### config.mk
export PLATFORM = sky130hd
export DESIGN_NAME = group_sel_sequencer
export DESIGN_NICKNAME = d
export VERILOG_FILES = /design/src/rtl/group_sel_sequencer.sv
export SDC_FILE = /design/constraint.sdc
export NUM_CORES = 1
export LEC_CHECK = 0
export ABC_AREA = 1
export BUFFER_PORTS_ARGS = -buffer_cell sky130_fd_sc_hd__buf_4
export CAP_MARGIN = 30
export CORE_MARGIN = 1
export CORE_UTILIZATION = 48
export DETAILED_ROUTE_END_ITERATION = 10
export PLACE_DENSITY = 0.79
export SLEW_MARGIN = 15
export SYNTH_ARGS = -nofsm -noshare
export SYNTH_HDL_FRONTEND = slang
export SYNTH_SLANG_ARGS = --single-unit
### constraint.sdc
create_clock -name clk -period 4.7 [get_ports clk]
set_input_delay 0.94 -clock clk [delete_from_list [all_inputs] [get_ports clk]]
set_output_delay 0.94 -clock clk [all_outputs]
set_load 0.005 [all_outputs]
### src/rtl/group_sel_sequencer.sv
// Purpose : sequences the 4-bit project select of the 16-way group output mux; manual index or auto round-robin.
// Latency : all outputs registered; a new select appears 1 cycle after its cause, blank falls BLANK_CYCLES later.
// Backpres: none; step is a fire-and-forget pulse, dropped outside RUN.
//
// Ports:
//   clk, rst_n     clock; synchronous active-low reset
//   ena            low forces OFF (blank=1, sel held)
//   mode           0 = manual (man_sel), 1 = auto (round-robin over en_mask)
//   man_sel        manual target index
//   en_mask        auto eligibility mask, bit i = slot i
//   dwell          auto cycles per slot in RUN; 0 = advance on step only
//   step           auto one-cycle advance request
//   sel            registered mux select
//   blank          high while the mux output must be gated
//   sel_valid      registered ~blank
//   switch_pulse   one-cycle pulse on the cycle sel takes a new value
module group_sel_sequencer #(
  parameter int NUM_PROJ     = 16,
  parameter int SEL_W        = $clog2(NUM_PROJ),
  parameter int DWELL_W      = 16,
  parameter int BLANK_CYCLES = 2
) (
  input  logic                clk,
  input  logic                rst_n,
  input  logic                ena,
  input  logic                mode,
  input  logic [SEL_W-1:0]    man_sel,
  input  logic [NUM_PROJ-1:0] en_mask,
  input  logic [DWELL_W-1:0]  dwell,
  input  logic                step,
  output logic [SEL_W-1:0]    sel,
  output logic                blank,
  output logic                sel_valid,
  output logic                switch_pulse
);

  localparam int BCNT_W = (BLANK_CYCLES > 1) ? $clog2(BLANK_CYCLES) : 1;

  typedef enum logic [1:0] {S_OFF, S_BLANK, S_RUN} state_t;

  state_t              state_q, state_d;
  logic [BCNT_W-1:0]   bcnt_q, bcnt_d;
  logic [DWELL_W-1:0]  dcnt_q, dcnt_d;
  logic                mode_q;

  logic                take;      // load sel with new_sel and pulse switch_pulse
  logic [SEL_W-1:0]    new_sel;
  logic [SEL_W-1:0]    sel_d;
  logic                blank_d, pulse_d;

  logic [SEL_W-1:0]    low_idx;   // lowest set bit of en_mask
  logic [SEL_W-1:0]    next_idx;  // next set bit after sel, wrapping; sel itself last
  logic                mask_any;
  logic [SEL_W-1:0]    ent_tgt;
  logic                ent_ok;
  logic                mode_chg;
  logic                dwell_hit;
  logic                advance;
  logic [SEL_W:0]      j;

  // Slot search. Both loops run from the lowest-priority candidate to the
  // highest so the last match written wins.
  always_comb begin
    low_idx  = '0;
    next_idx = sel;
    j        = '0;
    mask_any = |en_mask;
    for (int i = NUM_PROJ - 1; i >= 0; i--) begin
      if (en_mask[SEL_W'(i)]) low_idx = SEL_W'(i);
    end
    for (int i = NUM_PROJ; i >= 1; i--) begin
      j = {1'b0, sel} + (SEL_W+1)'(i);
      if (j >= (SEL_W+1)'(NUM_PROJ)) j = j - (SEL_W+1)'(NUM_PROJ);
      if (en_mask[j[SEL_W-1:0]]) next_idx = j[SEL_W-1:0];
    end
  end

  assign ent_tgt   = mode ? low_idx : man_sel;
  assign ent_ok    = !mode || mask_any;
  assign mode_chg  = (mode != mode_q);
  assign dwell_hit = (dwell != '0) && (dcnt_q == dwell - 1'b1);
  // step and expiry together still give a single advance.
  assign advance   = step || dwell_hit || !en_mask[sel];

  // State register and registered outputs.
  always_ff @(posedge clk) begin
    if (!rst_n) begin
      state_q      <= S_OFF;
      bcnt_q       <= '0;
      dcnt_q       <= '0;
      mode_q       <= 1'b0;
      sel          <= '0;
      blank        <= 1'b1;
      sel_valid    <= 1'b0;
      switch_pulse <= 1'b0;
    end else begin
      state_q      <= state_d;
      bcnt_q       <= bcnt_d;
      dcnt_q       <= dcnt_d;
      mode_q       <= mode;
      sel          <= sel_d;
      blank        <= blank_d;
      sel_valid    <= ~blank_d;
      switch_pulse <= pulse_d;
    end
  end

  // Next-state logic.
  always_comb begin
    state_d = state_q;
    bcnt_d  = bcnt_q;
    dcnt_d  = dcnt_q;
    take    = 1'b0;
    new_sel = sel;
    if (!ena) begin
      state_d = S_OFF;
    end else if (state_q == S_OFF || mode_chg) begin
      // Fresh entry: a mode toggle restarts exactly like leaving OFF, and the
      // pulse fires even if the target equals the current select.
      if (ent_ok) begin
        state_d = S_BLANK;
        bcnt_d  = '0;
        take    = 1'b1;
        new_sel = ent_tgt;
      end else begin
        state_d = S_OFF;
      end
    end else if (state_q == S_BLANK) begin
      // Entry cycle counts as the first blank cycle.
      if (bcnt_q == BCNT_W'(BLANK_CYCLES - 1)) begin
        state_d = S_RUN;
        dcnt_d  = '0;
      end else begin
        bcnt_d = bcnt_q + 1'b1;
      end
    end else if (!mode) begin
      if (man_sel != sel) begin
        state_d = S_BLANK;
        bcnt_d  = '0;
        take    = 1'b1;
        new_sel = man_sel;
      end
    end else if (advance) begin
      dcnt_d = '0;
      if (!mask_any) begin
        state_d = S_OFF;
      end else if (next_idx != sel) begin
        state_d = S_BLANK;
        bcnt_d  = '0;
        take    = 1'b1;
        new_sel = next_idx;
      end
    end else if (dwell != '0) begin
      dcnt_d = dcnt_q + 1'b1;
    end
  end

  // Output logic (values registered on the next edge).
  always_comb begin
    sel_d   = take ? new_sel : sel;
    pulse_d = take;
    blank_d = (state_d != S_RUN);
  end

endmodule

==> results of run 1 <==
## layer usage
layer / vias up / GRT usage [%]
li1: 2177 / -
met5: - / 0
met1: 1926 / 32.63
met2: 164 / 46.63
met3: 31 / 2.955
met4: 0 / 11.98
## final cells by class
cell class                      count  area (sq um)
Clock buffer                        3         41.29
Timing Repair Buffer               53         397.9
Sequential cell                    27         540.5
Inverter                           73         279.0
Fill cell                         752          3217
Tap cell                           99         123.9
Multi-Input combinational cell    529          2724
Clock inverter                      1         7.507
## cells by family after synthesis
group,Yosys count
buffers and inverters,88
adders and majority gates,9
AOI/OAI and AO/OA,83
DFF,27
xor gates and xnor gates,32
and+or+nand+nor,405
## cells in the final DEF (no fill, tap or decap), types with 5 or more instances in the layout
cell / netlist / routed
sky130_fd_sc_hd__nor2_2: 6 / 6
sky130_fd_sc_hd__nand3_2: 8 / 8
sky130_fd_sc_hd__nand2_1: 208 / 208
sky130_fd_sc_hd__xor2_1: 22 / 22
sky130_fd_sc_hd__nand2_2: 13 / 13
sky130_fd_sc_hd__nor2_1: 56 / 56
sky130_fd_sc_hd__ha_1: 9 / 9
sky130_fd_sc_hd__a21oi_1: 47 / 47
sky130_fd_sc_hd__dfxtp_1: 27 / 27
sky130_fd_sc_hd__nand4_1: 7 / 7
sky130_fd_sc_hd__buf_4: 2 / 53
sky130_fd_sc_hd__inv_1: 64 / 64
sky130_fd_sc_hd__inv_2: 7 / 7
sky130_fd_sc_hd__nand3_1: 77 / 77
sky130_fd_sc_hd__o21ai_0: 13 / 13
sky130_fd_sc_hd__xnor2_1: 5 / 5
sky130_fd_sc_hd__nor4_1: 7 / 7
sky130_fd_sc_hd__o21ai_1: 5 / 5
sky130_fd_sc_hd__nor3_1: 15 / 15
## state kept, by name, indices dropped and copies added (netlist names)
signal / cells
mode_q: 1
switch_pulse: 1
bcnt_q: 1
state_q: 2
sel_valid: 1
sel: 4
blank: 1
dcnt_q: 16
## worst register-to-register path, delay by kind of cell (launching register included)
| family | cells | cell delay (ns) |
|---|---|---|
| buf+inv | 2 | 0.43 |
| simple gates | 29 | 2.24 |
| compound gates | 1 | 0.04 |
| fa+ha+maj | 1 | 0.57 |
| flops | 1 | 0.43 |
## power breakdown
part / total [mW] / switching (mW) / internal [mW]
clock: 0.132 / 0.0716 / 0.0601
sequential: 0.242 / 0.00803 / 0.234
combinational: 0.659 / 0.431 / 0.229
## path summary, 6_finish.rpt
path / start / to / depth (start not counted)
hold reg to reg: bcnt_q / bcnt_q / 2
setup / recovery: sel[0] / sel[3] / 33
setup reg to reg: sel[0] / sel[3] / 33
hold / removal: bcnt_q / bcnt_q / 2
## stage by stage
stage               power (mW)  std cells  util, %  hold slack, ns  area, sq um
finish                   1.033        785    56.12          0.4910         4114
global route             1.132        785    56.12          0.5209         4114
CTS                      1.027        785    56.12          0.4930         4114
detailed placement      0.8942        781    55.45          0.4611         4065
global placement        0.8908        781    55.45          0.4598         4065
floorplan               0.7432        644        -          0.4371         3667
==> impl_metrics.csv, run 1 <==
group,metric,value,unit
run_status,run_status,"completed",
yosys,netlist_top_cells_area,"sky130_fd_sc_hd__nand2_1 (21%), sky130_fd_sc_hd__dfxtp_1 (15%), sky130_fd_sc_hd__nand3_1 (11%)",
timing,relSlewSlack,49.95,%
setup_path,timing_worst_setup_path_type,"flip-flop to flip-flop",
place,pre_cts_ws,0.7435,ns
setup_path,endpoint_kind_of_the_worst_setup_timing_path,"flip-flop",
yosys,synth_area_per_cell,5.695,sq um
global_routing,via_count_of_the_first_global_routing_pass,3913,
global_routing,grt_max_degree,27,
yosys,yosysSeqAreaShare,14.74,%
drt,routed_wirelength,10280,microns
yosys,ys_seq_elements,27,
drt,top_layer_used,"met4",
drt,detail_route.wirelength.met1,4462,microns
setup_path,r2r_setup_slack,0.89,ns
drt,drt-wirelength-per-cell,13.09,microns
clock_tree,tritoncts,"yes",
setup_path,startpoint_type_of_the_worst_setup_path,"flip-flop",
setup_path,crit_buf_inv,2,
yosys,yosys_warnings,0,
place,port-buffer-count,47,
timing,minimum_setup_slack_in_the_final_design,0.8917,ns
drt,via_count,4298,
clock_tree,worst_skew_pair.late_latency,0.27,ns
clock_tree,path_clk_slew,0.09,ns
flow_run,drv.max_cap_violation_count,0,
setup_path,crit_path_max_fanout,18,
clock_tree,cts_hold_repair.buffers,0,
yosys,main_combinational_cell_family_by_area_after_synthesis,"simple AND/OR/NAND/NOR gates",
yosys,synth_adder_area_share,3.071,%
global_routing,grt_overflow,0,
timing,setup_viol_count_final,0,
timing,tns,0,ns
timing,worst_slew_pin_slew,0.7497,ns
final_layout,area_growth_syn_to_layout,12.18,%
die,initial_core_util,50.03,%
yosys,synthDominantCellAreaShare,21.29,%
global_routing,grt_pass1_wl,16810,microns
yosys,synthMostInstantiatedCell,"sky130_fd_sc_hd__nand2_1",
power_and_ir_drop,vdd_ir_drop_max,0.2154,mV
place,routability_congestion,0.9764,
clock_tree,cts_resized,0,
clock_tree,tritoncts.num_buffers,3,
drt,drc_errors,0,
timing,post-route-period-util,81.03,%
power_and_ir_drop,lkg_pwr,2.059,nW
drt,drtIter0Drc,300,
yosys,ys_dominant_reg_cell,"sky130_fd_sc_hd__dfxtp_1",
die,core_area,7331,sq um
final_layout,diodes,0,
die,fp-row-count,31,
yosys,postSynthNetCount,694,
clock_tree,root_driver,"sky130_fd_sc_hd__clkbuf_8",
setup_path,critical_path_required,4.87,ns
drt,route.detailed.vias_per_inst,5.475,
yosys,synthesis.area,3667,sq um
setup_path,critical_path.slowest_cell,"sky130_fd_sc_hd__ha_1",
final_layout,layout-drive-gt1-share,15.31,%
yosys,yosysUniqueCellTypes,45,
clock_tree,post_cts.repair.setup_buffers,0,
yosys,fraction_of_synthesized_cell_area_in_xor_and_xnor_cells,8.973,%
place,dpl.hpwl,8208,microns
timing,report.final.hold_viol_count,0,
drt,antenna_violating_nets_post_route,0,
yosys,postSynth.asyncResetShare,0,%
die,design.portCount,48,
timing,rsz_0062_raised_after_global_routing,"false",
die,die_w,89.41,microns
global_routing,antenna_violations_before_repair,0,
drt,met2_wirelength,4819,microns
yosys,post_synth_and_or_nand_nor_area_fraction,49.47,%
drt,met3WireLength,640,microns
setup_path,critical_path.top_delay_family,"simple AND/OR/NAND/NOR gates",
yosys,yosys.area.top_type,"sky130_fd_sc_hd__nand2_1",
drt,detailedRoute.firstPassIterationCount,5,
timing,fin_skew,0.004682,ns
clock_tree,cts_max_path_buffers,2,
min_path,hold_path_class,"flip-flop to flip-flop",
yosys,synth.area.mux_share,0,%
clock_tree,clkSinkCount,27,
final_layout,final_nets,737,
yosys,synthesized_area_fraction_occupied_by_ao_oa_aoi_and_oai_cells,12.76,%
timing,drv_slew,0,
power_and_ir_drop,powerDensity,251.2,nW/um^2
setup_path,crit_arrival,3.98,ns
yosys,synth_top_cells_by_count,"sky130_fd_sc_hd__nand2_1 (208), sky130_fd_sc_hd__nand3_1 (77), sky130_fd_sc_hd__inv_1 (64)",
timing,fmax,0.2626,GHz
timing,layout_min_cycle_time,3.808,ns
clock_tree,ctsHtreeMaxLevel,1,
die,die_height,89.41,microns
global_routing,grt.total_usage,26.58,%
setup_path,cp_slowest_stage_delay,0.57,ns
yosys,synth_edf_count,0,
setup_path,critPathMostFrequentCell,"sky130_fd_sc_hd__nand2_1",
yosys,synth_cells,644,
die,dieArea,7993,sq um
Note: power is estimated with default switching activity, not from simulation.
==> run 2, diff against run 1 <==
Clock period 4.7 ns to 3.95 ns, I/O delays scaled along.
==> run 2 against run 1 <==
Effect of this change:
- design area is 0.91% higher
- clock power is 31% higher
- first-iteration DRC count is 27% lower
- maximum frequency is 11% higher
- final cell count is 0.51% higher
- routed wire length is 4.4% higher
- register-to-register slack worse by 0.38 ns
- global-route usage is 1.2 points higher
- sequential share of layout area is 0.12 points lower
- critical path type unchanged
==> impl_metrics.csv, run 2 (synthesis results as in run 1) <==
group,metric,value,unit
setup_path,timing_worst_setup_path_type,"flip-flop to flip-flop",
final_layout,diodes,0,
clock_tree,clkSinkCount,27,
final_layout,seqCellArea,540.5,sq um
clock_tree,tritoncts,"yes",
timing,report.final.hold_viol_count,0,
setup_path,endpoint_kind_of_the_worst_setup_timing_path,"flip-flop",
timing,setup_viol_count_final,0,
final_layout,area_used_by_multi_input_combinational_logic,2726,sq um
setup_path,crit_path_max_fanout,26,
setup_path,startpoint_type_of_the_worst_setup_path,"flip-flop",
power_and_ir_drop,power.switching_fraction,49.75,%
final_layout,top_flop_regs,"dcnt_q: 16 flops, sel: 4 flops, state_q: 2 flops",
final_layout,fillerInstances,752,
setup_path,critPathMostFrequentCell,"sky130_fd_sc_hd__nand2_1",
power_and_ir_drop,lkg_pwr,2.078,nW
drt,drc_errors,0,
drt,antenna_violating_nets_post_route,0,
clock_tree,root_driver,"sky130_fd_sc_hd__clkbuf_8",
timing,fin_skew,0.003964,ns
clock_tree,worst_skew_pair.late_latency,0.28,ns
timing,tns,0,ns
timing,layout_min_cycle_time,3.439,ns
place,routability_congestion,0.9873,
timing,minimum_setup_slack_in_the_final_design,0.5106,ns
final_layout,final_nets,741,
power_and_ir_drop,powerDensity,303.4,nW/um^2
drt,drt-wirelength-per-cell,13.60,microns
timing,fmax,0.2908,GHz
final_layout,area_growth_syn_to_layout,13.20,%
min_path,hold_path_class,"flip-flop to flip-flop",
flow_run,drv.max_cap_violation_count,0,
die,design.portCount,48,
clock_tree,cts_max_path_buffers,2,
clock_tree,tritoncts.num_buffers,3,
timing,rsz_0062_raised_after_global_routing,"false",
place,port-buffer-count,47,
die,die_w,89.41,microns
global_routing,antenna_violations_before_repair,0,
die,initial_core_util,50.03,%
power_and_ir_drop,clockPowerShare,13.8,%
timing,worst_slew_pin_slew,0.5287,ns
global_routing,grt.total_usage,27.83,%
power_and_ir_drop,pwr-share-seq,22.6,%
place,pre_cts_ws,0.3487,ns
drt,route.detailed.vias_per_inst,5.440,
die,fp-row-count,31,
final_layout,max_reg_flops,16,
drt,detailedRoute.firstPassIterationCount,5,
run_status,run_status,"completed",
global_routing,grt_max_degree,27,
clock_tree,ctsHtreeMaxLevel,1,
setup_path,crit_arrival,3.63,ns
final_layout,layout_commonest_cell,"sky130_fd_sc_hd__nand2_1",
global_routing,grt_pass1_wl,17410,microns
die,die_height,89.41,microns
setup_path,critical_path.slowest_cell,"sky130_fd_sc_hd__dfxtp_1",
global_routing,via_count_of_the_first_global_routing_pass,4018,
drt,via_count,4292,
timing,drv_slew,0,
final_layout,final_cell_mix,"sky130_fd_sc_hd__nand2_1 (208), sky130_fd_sc_hd__nand3_1 (77), sky130_fd_sc_hd__inv_1 (63)",
clock_tree,path_clk_slew,0.10,ns
power_and_ir_drop,power.net_switching,0.6266,mW
die,core_area,7331,sq um
die,dieArea,7993,sq um
timing,relSlewSlack,64.48,%
timing,post-route-period-util,87.07,%
clock_tree,cts_hold_repair.buffers,0,
setup_path,critical_path_required,4.14,ns
setup_path,cp_slowest_stage_delay,0.42,ns
drt,drtIter0Drc,218,
final_layout,largest-register,"dcnt_q",
power_and_ir_drop,share_comb_of_total_power,63.6,%
power_and_ir_drop,cellInternalPower,0.6328,mW
final_layout,layout-drive-gt1-share,16.09,%
drt,routed_wirelength,10730,microns
place,dpl.hpwl,8510,microns
power_and_ir_drop,vdd_ir_drop_max,0.3781,mV
global_routing,grt_overflow,0,
run 2: cell count changes in the layout (fill, tap and decap cells not counted):
cell / before / now
sky130_fd_sc_hd__inv_1: 64 / 63
sky130_fd_sc_hd__inv_6: 1 / 2
sky130_fd_sc_hd__ha_2: 0 / 1
sky130_fd_sc_hd__ha_1: 9 / 8
sky130_fd_sc_hd__buf_4: 53 / 57
run 2: area by class of cell:
cell class / count / share of cell area, %
clock buffer: 3 / 0.9946
clock inverter: 1 / 0.2110
inverter: 73 / 6.811
multi-input combinational: 529 / 65.67
sequential: 27 / 13.02
tap: 99 / 2.984
timing repair buffer: 57 / 10.31
run 2: critical path, delay by kind of cell (launching register included):
family / cells / cell delay [ns]
compound gates: 1 / 0.04
xor+xnor: 1 / 0.13
fa+ha+maj: 1 / 0.24
buf+inv: 2 / 0.51
flops: 1 / 0.42
simple gates: 28 / 2.01
run 2: power groups by stage:
stage	clock, mW	sequential, mW	combinational (mW)
floorplan	0	0.292	0.593
global placement	0	0.291	0.767
detailed placement	0	0.291	0.783
CTS	0.175	0.285	0.786
global route	0.181	0.286	0.909
finish	0.173	0.285	0.801
run 2: per-layer routing:
layer | routed length [microns] | track usage [%]
met3 | 548 | 3.047
met4 | 387 | 13.42
met1 | 4547 | 31.28
met2 | 5249 | 52.05
met5 | 0 | 0
run 2: stage by stage:
| stage | total power [mW] | hold slack [ns] | util [%] | std cells | instance area [sq um] |
|---|---|---|---|---|---|
| global placement | 1.058 | 0.4555 | 55.76 | 784 | 4088 |
| floorplan | 0.8843 | 0.4371 | - | 644 | 3667 |
| global route | 1.375 | 0.5205 | 56.63 | 789 | 4151 |
| CTS | 1.246 | 0.4892 | 56.44 | 788 | 4138 |
| finish | 1.259 | 0.4895 | 56.63 | 789 | 4151 |
| detailed placement | 1.074 | 0.4636 | 55.76 | 784 | 4088 |
run 2: timing repair:
action | CTS | global route
setup endpoints to repair | 0 | 10
buffers inserted | 0 | 1
resized for setup | 0 | 2
run 2: final timing paths:
path	endpoint	start	slack, ns	cells past startpoint
max reg2reg	sel[1]	sel[0]	0.51	33
max	sel[1]	sel[0]	0.51	33
min	bcnt_q	bcnt_q	0.49	2
min reg2reg	bcnt_q	bcnt_q	0.49	2
==> run 3, diff against run 2 <==
Settings changed: ABC_AREA 1 to default, PLACE_DENSITY 0.79 to 0.78.
==> run 3 against run 2 <==
Effect of this change:
- the flow now finishes with violations (negative setup slack)
- final cell count grew 4.6%
- non-clock buffer count is 117 higher
- maximum frequency is 14% lower
- first-iteration DRC count grew 140%
- setup slack worse by 0.57 ns
- via count increased by 25%
- flip-flop and latch count unchanged
- utilization up 13 points
- clock skew up 0.0018 ns
- routed wire length grew 49%
- die area rose by 21%
- power grew 56%
- critical endpoint is now sel[2]
- largest cell class unchanged
- highest routed layer unchanged
==> impl_metrics.csv, run 3 <==
group,metric,value,unit
timing,worst_slew_pin_slew,0.6394,ns
power_and_ir_drop,lkg_pwr,2.388,nW
final_layout,top_flop_regs,"dcnt_q: 16 flops, sel: 4 flops, state_q: 2 flops",
drt,detail_route.wirelength.met1,5946,microns
die,fp-row-count,34,
yosys,netlist_top_cells_area,"sky130_fd_sc_hd__mux4_2 (14%), sky130_fd_sc_hd__dfxtp_1 (12%), sky130_fd_sc_hd__mux2i_1 (7.8%)",
global_routing,antenna_violations_before_repair,0,
setup_path,r2r_start,"sel[1]",
clock_tree,cts_hold_repair.buffers,0,
final_layout,final_nets,768,
global_routing,grt_pass1_wl,24880,microns
timing,post-route-period-util,101.5,%
clock_tree,worst_skew_pair.late_latency,0.28,ns
yosys,synthMostInstantiatedCell,"sky130_fd_sc_hd__nor2_1",
final_layout,layout-drive-gt1-share,37.52,%
setup_path,crit_path_max_fanout,7,
yosys,synth_edf_count,0,
die,design.portCount,48,
place,routability_congestion,0.9920,
timing,relSlewSlack,57.04,%
timing,setup_viol_count_final,1,
die,core_area,8848,sq um
drt,drc_errors,0,
final_layout,final_cell_count_no_fill,825,
clock_tree,path_clk_slew,0.10,ns
final_layout,largest-register,"dcnt_q",
run_status,failing_checks,"negative setup slack",
clock_tree,cts_max_path_buffers,2,
global_routing,grt_max_degree,19,
place,port-buffer-count,47,
yosys,synth_top_cells_by_count,"sky130_fd_sc_hd__nor2_1 (62), sky130_fd_sc_hd__nand2_1 (53), sky130_fd_sc_hd__a21oi_1 (36), sky130_fd_sc_hd__xnor2_1 (36), sky130_fd_sc_hd__mux2i_1 (35)",
place,dpl.cell_count,804,
yosys,yosysUniqueCellTypes,71,
die,dieArea,9698,sq um
final_layout,final_util,69.58,%
setup_path,critical_path_required,4.12,ns
timing,report.final.hold_viol_count,0,
setup_path,crit_arrival,4.18,ns
drt,route.detailed.vias_per_inst,6.486,
timing,fmax,0.2494,GHz
min_path,hold_path_class,"flip-flop to flip-flop",
setup_path,r2r_setup_slack,-0.06,ns
die,die_w,98.48,microns
timing,drv_slew,0,
timing,layout_min_cycle_time,4.010,ns
yosys,synth_cells,564,
run_status,run_status,"finished with violations",
power_and_ir_drop,powerDensity,319.0,nW/um^2
min_path,worstHoldStart,"dcnt_q[15]",
drt,antenna_violating_nets_post_route,0,
global_routing,grt.total_usage,32.07,%
drt,drtIter0Drc,524,
setup_path,endpoint_kind_of_the_worst_setup_timing_path,"flip-flop",
drt,detailedRoute.firstPassIterationCount,5,
clock_tree,ctsHtreeMaxLevel,1,
die,die_height,98.48,microns
place,dpl.hpwl,12420,microns
flow_run,drv.max_cap_violation_count,0,
clock_tree,clkSinkCount,27,
drt,met3WireLength,1437,microns
min_path,hold_end,"dcnt_q[15]",
yosys,synth_area_per_cell,7.922,sq um
global_routing,via_count_of_the_first_global_routing_pass,5190,
drt,met2_wirelength,7863,microns
yosys,postSynthNetCount,614,
yosys,synthesis.area,4468,sq um
setup_path,startpoint_type_of_the_worst_setup_path,"flip-flop",
clock_tree,root_driver,"sky130_fd_sc_hd__clkbuf_8",
clock_tree,tritoncts.num_buffers,3,
final_layout,area_growth_syn_to_layout,37.80,%
final_layout,layout_commonest_cell,"sky130_fd_sc_hd__buf_4",
yosys,postSynth.asyncResetShare,0,%
yosys,yosys_warnings,0,
setup_path,timing_worst_setup_path_type,"flip-flop to flip-flop",
final_layout,diodes,0,
yosys,yosysSeqAreaShare,12.10,%
timing,fin_skew,0.005721,ns
setup_path,reg2reg_depth,14,
timing,rsz_0062_raised_after_global_routing,"true",
clock_tree,tritoncts,"yes",
timing,minimum_setup_slack_in_the_final_design,-0.05956,ns
yosys,yosys.area.top_type,"sky130_fd_sc_hd__mux4_2",
place,pre_cts_ws,-0.2941,ns
setup_path,worstReg2RegEnd,"sel[2]",
timing,tns,-0.05956,ns
yosys,synthDominantCellAreaShare,14.11,%
final_layout,max_reg_flops,16,
drt,drt-wirelength-per-cell,19.32,microns
drt,routed_wirelength,15940,microns
final_layout,final_cell_mix,"sky130_fd_sc_hd__buf_4 (167), sky130_fd_sc_hd__nor2_1 (62), sky130_fd_sc_hd__nand2_1 (53)",
min_path,number_of_cells_on_the_worst_hold_path,2,
die,initial_core_util,50.49,%
yosys,ys_dominant_reg_cell,"sky130_fd_sc_hd__dfxtp_1",
power_and_ir_drop,vdd_ir_drop_max,0.2181,mV
drt,top_layer_used,"met4",
global_routing,grt_overflow,0,
yosys,ys_seq_elements,27,
drt,via_count,5351,
## run 3: layer usage
layer,track usage (%),vias to the layer above
met5,0,-
met4,14.47,0
met3,7.376,77
met2,56.07,311
met1,37.47,2519
li1,-,2444
## run 3: worst max-delay path by stage
stage	start	to	slack [ns]	cells past startpoint
4_1_cts	sel[1]	sel[2]	0.002	16
3_3_place_gp	en_mask[13]	sel[2]	-0.24	12
6_report	sel[1]	sel[2]	-0.06	14
3_5_place_dp	en_mask[9]	sel[2]	-0.29	12
2_1_floorplan	sel[0]	blank	-0.16	17
5_1_grt	sel[0]	sel[2]	-0.20	14
## run 3: power by group
| group | total [mW] | leakage (nW) | switching (mW) | internal (mW) |
|---|---|---|---|---|
| clock network | 0.164 | 0.0217 | 0.0918 | 0.0718 |
| logic | 1.51 | 2.15 | 0.773 | 0.736 |
| registers | 0.291 | 0.221 | 0.0117 | 0.279 |
| total | 1.96 | 2.39 | 0.877 | 1.09 |
## run 3: cell type report
cell class | count | area (sq um)
Timing Repair Buffer | 174 | 1350
Fill cell | 684 | 2691
Multi-Input combinational cell | 492 | 3991
Sequential cell | 27 | 549.3
Clock buffer | 3 | 41.29
Inverter | 20 | 82.58
Tap cell | 108 | 135.1
Clock inverter | 1 | 7.507
## run 3: per-stage QoR
stage / hold slack (ns) / cell area (sq um) / power [mW]
global placement: 0.4845 / 5761 / 1.562
floorplan: 0.4746 / 4593 / 1.083
global route: 0.5636 / 6157 / 2.070
finish: 0.5118 / 6157 / 1.964
CTS: 0.5144 / 5912 / 1.818
detailed placement: 0.4993 / 5761 / 1.597
## run 3: timing repair
action	CTS	global route
pin swaps	6	8
buffers inserted	10	7
gates resized for setup	4	37
setup endpoints to repair	9	18
gates cloned	0	0
## run 3: cells by family (layout without fill, tap and decap cells)
kind of cell | Yosys count | count (layout) | share of synthesized area, %
AND/OR/NAND/NOR | 222 | 222 | 24.70
AO/OA/AOI/OAI | 131 | 131 | 20.11
multiplexers | 83 | 83 | 27.05
XOR/XNOR | 47 | 47 | 9.213
buffers and inverters | 45 | 198 | 4.312
flip-flops | 27 | 27 | 12.10
adder cells (fa/ha/maj) | 9 | 9 | 2.520
## run 3: worst max-delay path, cell delays in order, from the launching register on
cell and delay [ns]:
sky130_fd_sc_hd__dfxtp_4 0.40, sky130_fd_sc_hd__inv_6 0.05, sky130_fd_sc_hd__ha_4 0.33, sky130_fd_sc_hd__mux4_2 0.59, sky130_fd_sc_hd__mux4_2 0.57, sky130_fd_sc_hd__buf_6 0.15, sky130_fd_sc_hd__a211o_1 0.24, sky130_fd_sc_hd__a2111o_1 0.33
sky130_fd_sc_hd__a21oi_2 0.12, sky130_fd_sc_hd__o211ai_1 0.09, sky130_fd_sc_hd__buf_4 0.16, sky130_fd_sc_hd__o2bb2ai_4 0.15, sky130_fd_sc_hd__a21boi_4 0.21, sky130_fd_sc_hd__o21bai_4 0.13, sky130_fd_sc_hd__a2111oi_4 0.38
